[src/rtl/leaf_loopback_n_if.sv]
// Switch-side leaf packet bus: inbound packet, outbound packet and resend request.
// The leaf uses the slave modport; the switch (or bench) drives through master.
interface leaf_loopback_n_if #(
  parameter int PACKET_BITS = 49
);
  logic [PACKET_BITS-1:0] din_leaf_bft2interface;
  logic [PACKET_BITS-1:0] dout_leaf_interface2bft;
  logic                   resend;

  modport master (
    output din_leaf_bft2interface,
    output resend,
    input  dout_leaf_interface2bft
  );

  modport slave (
    input  din_leaf_bft2interface,
    input  resend,
    output dout_leaf_interface2bft
  );
endinterface

[src/rtl/leaf_loopback_n.sv]
// BFT echo leaf: buffers {port,payload} of packets addressed to LEAF_ID and returns them to
// RET_LEAF with payload+1 and a per-port sequence number. LEAF_PKT_STATS_EN adds drop/error counters.
module leaf_loopback_n #(
  parameter int PACKET_BITS   = 49,
  parameter int PAYLOAD_BITS  = 32,
  parameter int NUM_LEAF_BITS = 5,
  parameter int NUM_PORT_BITS = 4,
  parameter int NUM_ADDR_BITS = 7,
  parameter int LEAF_ID       = 5,
  parameter int NUM_PORTS     = 2,
  parameter int FIFO_DEPTH    = 16,
  parameter int OUT_GAP       = 1,
  parameter int RET_LEAF      = 0,
  parameter int RET_PORT_BASE = 8
) (
  input  logic             clk,
  input  logic             reset,
  leaf_loopback_n_if.slave bus
`ifdef LEAF_PKT_STATS_EN
  ,
  output logic [15:0]      stat_drop_cnt,
  output logic [15:0]      stat_err_cnt
`endif
);
  localparam int ADDR_LO    = PAYLOAD_BITS;
  localparam int PORT_LO    = ADDR_LO + NUM_ADDR_BITS;
  localparam int LEAF_LO    = PORT_LO + NUM_PORT_BITS;
  localparam int VALID_BIT  = LEAF_LO + NUM_LEAF_BITS;
  localparam int ENTRY_BITS = NUM_PORT_BITS + PAYLOAD_BITS;
  localparam int AW         = $clog2(FIFO_DEPTH);
  localparam int CW         = AW + 1;
  localparam int PW1        = NUM_PORT_BITS + 1;

  localparam logic [NUM_LEAF_BITS-1:0] LEAF_ID_V   = NUM_LEAF_BITS'(LEAF_ID);
  localparam logic [NUM_LEAF_BITS-1:0] RET_LEAF_V  = NUM_LEAF_BITS'(RET_LEAF);
  localparam logic [NUM_PORT_BITS-1:0] RET_BASE_V  = NUM_PORT_BITS'(RET_PORT_BASE);
  localparam logic [PW1-1:0]           NUM_PORTS_V = PW1'(NUM_PORTS);
  localparam logic [CW-1:0]            FULL_V      = CW'(FIFO_DEPTH);
  localparam logic [3:0]               GAP_LOAD    = 4'(OUT_GAP - 1);

  logic [ENTRY_BITS-1:0]    mem_q [FIFO_DEPTH];
  logic [AW-1:0]            wr_ptr_q, wr_ptr_d, rd_ptr_q, rd_ptr_d;
  logic [CW-1:0]            count_q, count_d;
  logic [NUM_ADDR_BITS-1:0] seq_q [NUM_PORTS];
  logic [NUM_ADDR_BITS-1:0] seq_d [NUM_PORTS];
  logic [3:0]               gap_q, gap_d;
  logic                     emitted_q, emitted_d;
  logic [PACKET_BITS-1:0]   dout_q, dout_d, last_q, last_d;

  logic                     in_valid, addr_ok, fifo_full, emit_ok;
  logic                     do_resend, do_pop, do_push;
  logic [NUM_LEAF_BITS-1:0] in_leaf;
  logic [NUM_PORT_BITS-1:0] in_port, pop_port, ret_port;
  logic [PAYLOAD_BITS-1:0]  in_payload, pop_payload;
  logic [NUM_ADDR_BITS-1:0] unused_in_addr, seq_sel;
  logic [ENTRY_BITS-1:0]    in_entry, rd_entry;
  logic [PACKET_BITS-1:0]   ret_pkt;

  // Ingress decode and the emit/pop/push decisions for this edge.
  always_comb begin
    in_valid       = bus.din_leaf_bft2interface[VALID_BIT];
    in_leaf        = bus.din_leaf_bft2interface[LEAF_LO +: NUM_LEAF_BITS];
    in_port        = bus.din_leaf_bft2interface[PORT_LO +: NUM_PORT_BITS];
    unused_in_addr = bus.din_leaf_bft2interface[ADDR_LO +: NUM_ADDR_BITS];
    in_payload     = bus.din_leaf_bft2interface[PAYLOAD_BITS-1:0];
    in_entry       = {in_port, in_payload};
    addr_ok        = (in_leaf == LEAF_ID_V) && ({1'b0, in_port} < NUM_PORTS_V);
    fifo_full      = (count_q == FULL_V);
    emit_ok        = (gap_q == 4'd0);
    // Resend outranks the FIFO, but only once something has actually been emitted.
    do_resend      = emit_ok && bus.resend && emitted_q;
    do_pop         = emit_ok && !do_resend && (count_q != {CW{1'b0}});
    do_push        = in_valid && addr_ok && (!fifo_full || do_pop);
  end

  // Build the returned packet from the FIFO head and its port's sequence number.
  always_comb begin
    rd_entry    = mem_q[rd_ptr_q];
    pop_port    = rd_entry[PAYLOAD_BITS +: NUM_PORT_BITS];
    pop_payload = rd_entry[PAYLOAD_BITS-1:0];
    ret_port    = RET_BASE_V + pop_port;
    seq_sel     = {NUM_ADDR_BITS{1'b0}};
    for (int i = 0; i < NUM_PORTS; i++) begin
      if (pop_port == NUM_PORT_BITS'(i)) begin
        seq_sel = seq_q[i];
      end else begin
        seq_sel = seq_sel;
      end
    end
    ret_pkt                               = {PACKET_BITS{1'b0}};
    ret_pkt[VALID_BIT]                    = 1'b1;
    ret_pkt[LEAF_LO +: NUM_LEAF_BITS]     = RET_LEAF_V;
    ret_pkt[PORT_LO +: NUM_PORT_BITS]     = ret_port;
    ret_pkt[ADDR_LO +: NUM_ADDR_BITS]     = seq_sel;
    ret_pkt[PAYLOAD_BITS-1:0]             = pop_payload + PAYLOAD_BITS'(1);
  end

  // Next-state for FIFO pointers, sequence counters, gap timer and output register.
  always_comb begin
    if (do_push) begin
      wr_ptr_d = wr_ptr_q + AW'(1);
    end else begin
      wr_ptr_d = wr_ptr_q;
    end
    if (do_pop) begin
      rd_ptr_d = rd_ptr_q + AW'(1);
    end else begin
      rd_ptr_d = rd_ptr_q;
    end
    case ({do_push, do_pop})
      2'b10:   count_d = count_q + CW'(1);
      2'b01:   count_d = count_q - CW'(1);
      default: count_d = count_q;
    endcase
    seq_d = seq_q;
    for (int i = 0; i < NUM_PORTS; i++) begin
      if (do_pop && (pop_port == NUM_PORT_BITS'(i))) begin
        seq_d[i] = seq_q[i] + NUM_ADDR_BITS'(1);
      end else begin
        seq_d[i] = seq_q[i];
      end
    end
    if (do_resend) begin
      dout_d = last_q;
    end else if (do_pop) begin
      dout_d = ret_pkt;
    end else begin
      dout_d = {PACKET_BITS{1'b0}};
    end
    if (do_pop) begin
      last_d = ret_pkt;
    end else begin
      last_d = last_q;
    end
    emitted_d = emitted_q | do_pop;
    if (do_resend || do_pop) begin
      gap_d = GAP_LOAD;
    end else if (gap_q != 4'd0) begin
      gap_d = gap_q - 4'd1;
    end else begin
      gap_d = gap_q;
    end
  end

  // Control state; reset empties the FIFO and clears dout immediately.
  always_ff @(posedge clk or negedge reset) begin
    if (!reset) begin
      wr_ptr_q  <= {AW{1'b0}};
      rd_ptr_q  <= {AW{1'b0}};
      count_q   <= {CW{1'b0}};
      gap_q     <= 4'd0;
      emitted_q <= 1'b0;
      dout_q    <= {PACKET_BITS{1'b0}};
      last_q    <= {PACKET_BITS{1'b0}};
      for (int i = 0; i < NUM_PORTS; i++) begin
        seq_q[i] <= {NUM_ADDR_BITS{1'b0}};
      end
    end else begin
      wr_ptr_q  <= wr_ptr_d;
      rd_ptr_q  <= rd_ptr_d;
      count_q   <= count_d;
      gap_q     <= gap_d;
      emitted_q <= emitted_d;
      dout_q    <= dout_d;
      last_q    <= last_d;
      for (int i = 0; i < NUM_PORTS; i++) begin
        seq_q[i] <= seq_d[i];
      end
    end
  end

  // FIFO storage; contents are meaningless outside the pointer window so no reset.
  always_ff @(posedge clk) begin
    if (do_push) begin
      mem_q[wr_ptr_q] <= in_entry;
    end
  end

  assign bus.dout_leaf_interface2bft = dout_q;

`ifdef LEAF_PKT_STATS_EN
  logic [15:0] drop_cnt_q, drop_cnt_d, err_cnt_q, err_cnt_d;
  logic        is_drop, is_err;

  // Saturating overflow/address-error counters.
  always_comb begin
    is_drop = in_valid && addr_ok && fifo_full && !do_pop;
    is_err  = in_valid && !addr_ok;
    if (is_drop && (drop_cnt_q != 16'hFFFF)) begin
      drop_cnt_d = drop_cnt_q + 16'd1;
    end else begin
      drop_cnt_d = drop_cnt_q;
    end
    if (is_err && (err_cnt_q != 16'hFFFF)) begin
      err_cnt_d = err_cnt_q + 16'd1;
    end else begin
      err_cnt_d = err_cnt_q;
    end
  end

  // Counter registers, cleared by reset only.
  always_ff @(posedge clk or negedge reset) begin
    if (!reset) begin
      drop_cnt_q <= 16'd0;
      err_cnt_q  <= 16'd0;
    end else begin
      drop_cnt_q <= drop_cnt_d;
      err_cnt_q  <= err_cnt_d;
    end
  end

  assign stat_drop_cnt = drop_cnt_q;
  assign stat_err_cnt  = err_cnt_q;
`endif
endmodule
[src/flat_wrapper.sv]
// flat-port wrapper written by rule: the top's interface ports become plain ports
module leaf_loopback_n_flat 
#(
  parameter int PACKET_BITS   = 49,
  parameter int PAYLOAD_BITS  = 32,
  parameter int NUM_LEAF_BITS = 5,
  parameter int NUM_PORT_BITS = 4,
  parameter int NUM_ADDR_BITS = 7,
  parameter int LEAF_ID       = 5,
  parameter int NUM_PORTS     = 2,
  parameter int FIFO_DEPTH    = 16,
  parameter int OUT_GAP       = 1,
  parameter int RET_LEAF      = 0,
  parameter int RET_PORT_BASE = 8
)
  (clk, reset, bus_din_leaf_bft2interface, bus_resend, bus_dout_leaf_interface2bft);
  leaf_loopback_n_if #(.PACKET_BITS(PACKET_BITS)) bus_i ();
  input  logic clk;
  input  logic reset;
  input wire logic [$bits(bus_i.din_leaf_bft2interface)-1:0] bus_din_leaf_bft2interface;
  input wire logic [$bits(bus_i.resend)-1:0] bus_resend;
  output wire logic [$bits(bus_i.dout_leaf_interface2bft)-1:0] bus_dout_leaf_interface2bft;
  assign bus_i.din_leaf_bft2interface = bus_din_leaf_bft2interface;
  assign bus_i.resend = bus_resend;
  assign bus_dout_leaf_interface2bft = bus_i.dout_leaf_interface2bft;
  leaf_loopback_n #(.PACKET_BITS(PACKET_BITS), .PAYLOAD_BITS(PAYLOAD_BITS), .NUM_LEAF_BITS(NUM_LEAF_BITS), .NUM_PORT_BITS(NUM_PORT_BITS), .NUM_ADDR_BITS(NUM_ADDR_BITS), .LEAF_ID(LEAF_ID), .NUM_PORTS(NUM_PORTS), .FIFO_DEPTH(FIFO_DEPTH), .OUT_GAP(OUT_GAP), .RET_LEAF(RET_LEAF), .RET_PORT_BASE(RET_PORT_BASE)) u_core (.clk(clk), .reset(reset), .bus(bus_i));
endmodule
[config.mk]
export PLATFORM = sky130hd
export DESIGN_NAME = leaf_loopback_n_flat
export DESIGN_NICKNAME = d
export VERILOG_FILES = /design/src/rtl/leaf_loopback_n_if.sv /design/src/rtl/leaf_loopback_n.sv /design/src/flat_wrapper.sv
export SDC_FILE = /design/constraint.sdc
export NUM_CORES = 1
export LEC_CHECK = 0
export ABC_CLOCK_PERIOD_IN_PS = 7300
export BUFFER_PORTS_ARGS = -buffer_cell sky130_fd_sc_hd__clkbuf_2
export CORE_MARGIN = 2
export CORE_UTILIZATION = 62
export DETAILED_ROUTE_END_ITERATION = 8
export GPL_ROUTABILITY_DRIVEN = 0
export GPL_TIMING_DRIVEN = 0
export PLACE_DENSITY = 0.77
export SYNTH_ARGS = -nofsm -noshare
export SYNTH_HDL_FRONTEND = slang
export SYNTH_SLANG_ARGS = --single-unit
export TNS_END_PERCENT = 10
[constraint.sdc]
create_clock -name clk -period 7.3 [get_ports clk]
set_clock_uncertainty 0.15 [all_clocks]
set_input_delay 1.825 -clock clk [delete_from_list [all_inputs] [get_ports clk]]
set_output_delay 1.825 -clock clk [all_outputs]
set_load 0.03 [all_outputs]
Word level (Yosys, flattened, before mapping)
Memory sizes are Yosys's and may differ from the RTL's.
Index checks and enable logic that the tools add are counted.
{"block": "totals", "register_bits": 125, "mem_bits_rw": 576, "in_bits": 52, "n_memories": 1, "wordCells": 54, "output_inout_bits": 49}
{"memory": "u_core.mem_q", "words": 16, "word_bits": 36, "read_ports": 1, "rd_ports_with_merged_regs": 0, "wr": 1, "line_no": "leaf_loopback_n.sv:41", "text": "logic [ENTRY_BITS-1:0] mem_q [FIFO_DEPTH];"}
{"block": "classes", "magnitude_cmp": 1, "reduce_logical": 19, "bitwise_logic": 1, "eq_ne": 5, "n_mux": 9, "add_sub_neg": 9}
{"operator": "$mux 49", "count": 2}
{"operator": "$add 32x1->32 const B", "count": 1}
{"operator": "$add 7x1->7 const B", "count": 2}
{"operator": "$mux 7", "count": 2}
{"operator": "$pmux 5 s2", "count": 1}
{"operator": "$logic_and 1x1->1", "count": 9}
{"operator": "$add 4x1->4 const B", "count": 2}
{"operator": "$logic_not 4->1", "count": 2}
{"operator": "$mux 4", "count": 2}
{"operator": "$add 5x1->5 const B", "count": 1}
{"operator": "$eq 5x3->1 const B", "count": 1}
{"operator": "$eq 5x5->1 const B", "count": 1}
{"operator": "$reduce_bool 5->1", "count": 1}
{"operator": "$sub 5x1->5 const B", "count": 1}
{"operator": "$add 4x4->4 const A", "count": 1}
{"operator": "$eq 4x1->1 const B", "count": 1}
{"operator": "$lt 4x2->1 const B", "count": 1}
{"operator": "$reduce_bool 2->1", "count": 2}
{"operator": "$reduce_bool 4->1", "count": 1}
{"operator": "$sub 4x1->4 const B", "count": 1}
{"operator": "$eq 2x1->1 const B", "count": 1}
{"operator": "$eq 2x2->1 const B", "count": 1}
{"operator": "$logic_not 1->1", "count": 2}
{"operator": "$logic_or 1x1->1", "count": 2}
{"operator": "2 further kinds", "count": 3}

Logic depth before layout (Yosys ltp)
{"block": "depth", "ltp_word": 10, "mapped_depth": 15, "ltp_nobuf": 15}

Worst setup path after synthesis
OpenSTA, ideal clock, no wires.
{"block": "synth_path", "path_type": "in2reg", "from": "in bus_din_leaf_bft2interface[47]", "to": "mem u_core.mem_q[3][0] (netlist bit) (enable)", "cell_stages": 5, "setup_slack_ps": 1230, "setup_ps": 474, "arrival_time_ps": 5446, "cell_sequence": "nor4b_1 -> nand4b_1 -> a31oi_1 -> nand2_1 -> nor3_1"}
{"block": "synth_between", "elab_chain_len": 6}
{"element": "start, declared", "line_no": "flat_wrapper.sv:20", "text": "input wire logic [$bits(bus_i.din_leaf_bft2interface)-1:0] bus_din_leaf_bft2interface;"}
{"element": "$eq 5x3->1", "line_no": "leaf_loopback_n.sv:67", "text": "addr_ok = (in_leaf == LEAF_ID_V) && ({1'b0, in_port} < NUM_PORTS_V);"}
{"element": "$logic_and 1x1->1", "line_no": "leaf_loopback_n.sv:67"}
{"element": "$logic_and 1x1->1 (2 in series)", "line_no": "leaf_loopback_n.sv:73", "text": "do_push = in_valid && addr_ok && (!fifo_full || do_pop);"}
{"element": "$mux 1", "line_no": "leaf_loopback_n.sv:174", "text": "if (do_push) begin"}
{"element": "$mux 1 (implied by the code)", "line_no": "leaf_loopback_n.sv:175", "text": "mem_q[wr_ptr_q] <= in_entry;"}
{"element": "end, declared", "line_no": "leaf_loopback_n.sv:41"}
No other way between the ends.

Final worst setup path
{"block": "layout_path", "from": "in bus_din_leaf_bft2interface[41]", "to": "mem u_core.mem_q[1][17] (netlist bit) (enable)"}
{"block": "layout_between", "elab_chain_len": 6}
{"element": "$lt 4x2->1", "line_no": "leaf_loopback_n.sv:67"}
{"element": "$logic_and 1x1->1", "line_no": "leaf_loopback_n.sv:67"}
{"element": "$logic_and 1x1->1 (2 in series)", "line_no": "leaf_loopback_n.sv:73"}
{"element": "$mux 1", "line_no": "leaf_loopback_n.sv:174"}
{"element": "$mux 1 (implied by the code)", "line_no": "leaf_loopback_n.sv:175"}
No other way between the ends.

==> summary.md <==
| Metric | Value |
|---|---|
| Pin count of the biggest net entering global routing | `97` |
| Via/cell ratio | `6.46` |
| CTS resizes | `0` |
| Outcome | `finished, final reports clean` |
| Area delta synth->final | `14.5%` |
| Main synth FF type | `edfxtp_1` |
| Most frequent CP cell | `buf_6` |
| Highest achievable clock rate | `0.196 GHz` |
| Core Region | `0.0444 mm2` |
| Die height | `216 um` |
| Worst EP required | `7.44 ns` |
| CTS Sinks | `696` |
| # setup viols final | `0` |
| Clock Path Buffers | `3` |
| Max_cap viols | `0` |
| CP arrival | `5.24 ns` |
| Post-route ant nets | `0` |
| Slew HR | `30.0%` |
| Sequential area share after synthesis | `72.6%` |
| Clock latency on the worst-skew pair | `0.60 ns` |
| DIE AREA | `0.0468 mm2` |
| CTS tree | `built` |
| Drt first-iter violations | `2227` |
| Critical Setup Path Class | `in -> reg` |
| Int Pwr | `0.00812 W` |
| # port buffers | `88` |
| Mapped Area | `0.0280 mm2` |
| WL per Instance | `28.9 um` |
| Pre-Repair DR Iteration Count | `5` |
| Synth unique cells | `75` |
| Pwr Density | `378 mW/mm2` |
| First-pass GRT wire length | `99.2 mm` |
| Delay-heaviest family, CP | `simple AND/OR/NAND/NOR gates` |
| Largest stage delay, worst path | `0.88 ns` |
| CP max stage cell | `nor3_2` |
| I/O pin count | `101` |
| Total gr overflow | `0` |
| Die W | `216 um` |
| WHS Path Cells | `1` |
| Worst-path clk slew | `0.06 ns` |
| Share of the synthesized area in the top cell type | `61.8%` |
| DP Area | `0.0299 mm2` |
| Ys Warns | `0` |
| Min Tclk post-route | `5.10 ns` |
| Psw | `0.00400 W` |
| Via count | `15000` |
| Post-Synthesis Cells | `1485` |
| Peak supply drop | `0.000246 V` |
| Vias in the first global route | `15200` |
| FF+latch count, synth | `696` |
| Clock power share | `27.8%` |
| Share of layout cells above drive strength 1 | `23.7%` |
| Slew Limit Fails | `0` |
| Clock buffer count from CTS | `68` |
| Clock root buffer | `clkbuf_16` |
| Rows | `77` |
| Post-CTS setup buffer count | `0` |
| Critical Path, Cell by Cell | `clkbuf_2, nor4b_1, nand4b_1, a31oi_1, nand2_1, nor3_2, buf_6, buf_6` |
| P_leak | `11.4 nW` |
| H-tree Lvls | `3` |
| Final hold vios | `0` |
| Initial antenna violation count | `2` |
| Post-synth ARST share | `17.2%` |
| Worst min-delay path class | `reg -> reg` |
| Tightest Pin Transition | `1.04 ns` |
| Sequential share of power | `38.8%` |
| Switching share of power | `33.0%` |
| # DRC | `0` |
| Fin area | `0.0320 mm2` |
| Area contributors post-synth | `edfxtp_1 62%, dfrtp_1 11%, mux4_2 7.7%` |
| Post-synth EDFFs | `576` |
| Syn_area_per_cell | `18.8 um2` |
| Critical path depth in cells | `8` |
| Post-DP HPWL | `43.0 mm` |
| All-layer global routing usage | `29.5%` |
| Post-synth top area cell | `edfxtp_1` |
| Final core utilization | `72.1%` |
| RSZ-0062 raised after global routing | `false` |
| Logic pwr share | `33.4%` |
| Part of the cycle the worst path needs | `69.9%` |
| Synth cell count leaders | `576 x edfxtp_1, 129 x nand2_1, 120 x dfrtp_1, 96 x mux4_2, 62 x mux2i_1` |
| Starting Density | `63.0%` |
| Cts hold-fix bufs | `0` |
| Fin nets | `1749` |
| Worst-path fanout max | `17` |
| Startpoint Class | `primary input` |
| Worst r2r path cells | `10` |
| Worst Setup End Kind | `flop` |
| Top-count cell post-synth | `edfxtp_1` |
| CP Buf/Inv Count | `3` |
| Final WL | `67.1 mm` |
## per-stage QoR
stage	hold WS, ns	setup WS [ns]	setup TNS [ns]	cells	total power (W)
finish	0.315	2.20	0	2323	0.0121
global route	0.351	1.85	0	2322	0.0126
CTS	0.315	2.16	0	2322	0.0121
detailed placement	0.296	1.57	0	2205	0.00874
global placement	0.292	-2.79	-680.96	2169	0.00865
floorplan	0.275	1.23	0	1489	0.00752
## worst reg2reg max path, cell delays in order, from the launching register on
cell     delay, ns
dfrtp_1       0.40
inv_1         0.10
ha_1          0.17
nor3b_1       0.65
o21ai_0       0.37
a21o_2        0.37
a31oi_1       0.64
nand2_1       0.41
nor3_2        0.88
buf_6         0.29
buf_6         0.22
## cells in the final DEF (no fill, tap or decap), drive strengths merged, types with 3 or more instances in the layout
cell type and instances:
inv 13, nand4 17, clkinv 21, xor2 8
or3 3, clkbuf 202, a21o 32, mux2i 62
conb 5, a22oi 19, buf 80, dfrtp 120
or2 5, xnor2 37, ha 13, nor2b 10
mux2 6, a2bb2oi 3, nand3 20, mux4 133
nor3 19, bufinv 4, nand2b 7, nor4 10
a221oi 18, nand2 129, nor4b 3, o21ai 52
nor3b 4, and3 4, nor2 40, edfxtp 576
a21oi 16, and2 7
## sequential cells by signal (all words and copies together) (netlist names)
register and cells:
u_core.bus.dout_leaf_interface2bft 44, u_core.count_q 5, u_core.emitted_q 1, u_core.gap_q 4, u_core.last_q 44, u_core.mem_q 576
u_core.rd_ptr_q 4, u_core.seq_q 14, u_core.wr_ptr_q 4
## area by class of cell
| class | instances | area (um2) |
|---|---|---|
| Clock inverter | 29 | 268 |
| Clock buffer | 88 | 1870 |
| Buffer | 73 | 667 |
| Tap cell | 592 | 741 |
| Multi-Input combinational cell | 709 | 7080 |
| Inverter | 11 | 41.3 |
| Sequential cell | 696 | 20300 |
| Fill cell | 2595 | 12400 |
| Timing Repair Buffer | 124 | 1060 |
| Antenna cell | 1 | 2.50 |
## power groups by stage
stage | registers, W | logic (W) | clock network, W
3_3_place_gp | 0.00477 | 0.00388 | 0
2_1_floorplan | 0.00496 | 0.00257 | 0
6_report | 0.00470 | 0.00405 | 0.00337
3_5_place_dp | 0.00478 | 0.00396 | 0
4_1_cts | 0.00470 | 0.00401 | 0.00341
5_1_grt | 0.00473 | 0.00428 | 0.00356
## routing by layer
layer  vias to the layer above  track usage [%]  wire length [um]
met1                      7678             40.9             26000
met3                       135             6.57              6360
met4                         2             8.90              1850
met5                         -                0                13
met2                       868             47.9             32900
li1                       6321                -                 -
## final timing paths
path                                                     start                                     end  slack (ns)
worst min-delay path                         u_core.last_q[48]                       u_core.last_q[48]        0.32
max in group asynchronous                                reset  u_core.bus.dout_leaf_interface2bft[12]        5.31
worst max register to register                 u_core.gap_q[0]                     u_core.mem_q[1][17]        2.36
worst min register to register               u_core.last_q[48]                       u_core.last_q[48]        0.32
min in group asynchronous                                reset                      u_core.wr_ptr_q[2]        0.95
worst max-delay path            bus_din_leaf_bft2interface[41]                     u_core.mem_q[1][17]        2.20
## cells by family (layout without fill, tap and decap cells)
kind of cell             count (synthesis)  in the layout  synth area share [%]
other                                    1              6                0.0134
adder cells (fa/ha/maj)                 14             14                 0.653
buffers and inverters                   84            325                  2.53
AND/OR/NAND/NOR                        285            285                  5.10
multiplexers                           201            201                  13.7
AO/OA/AOI/OAI                          159            159                  4.04
flip-flops                             696            696                  72.6
XOR/XNOR                                45             45                  1.41
No activity file was read; power rests on OpenSTA's default activity.
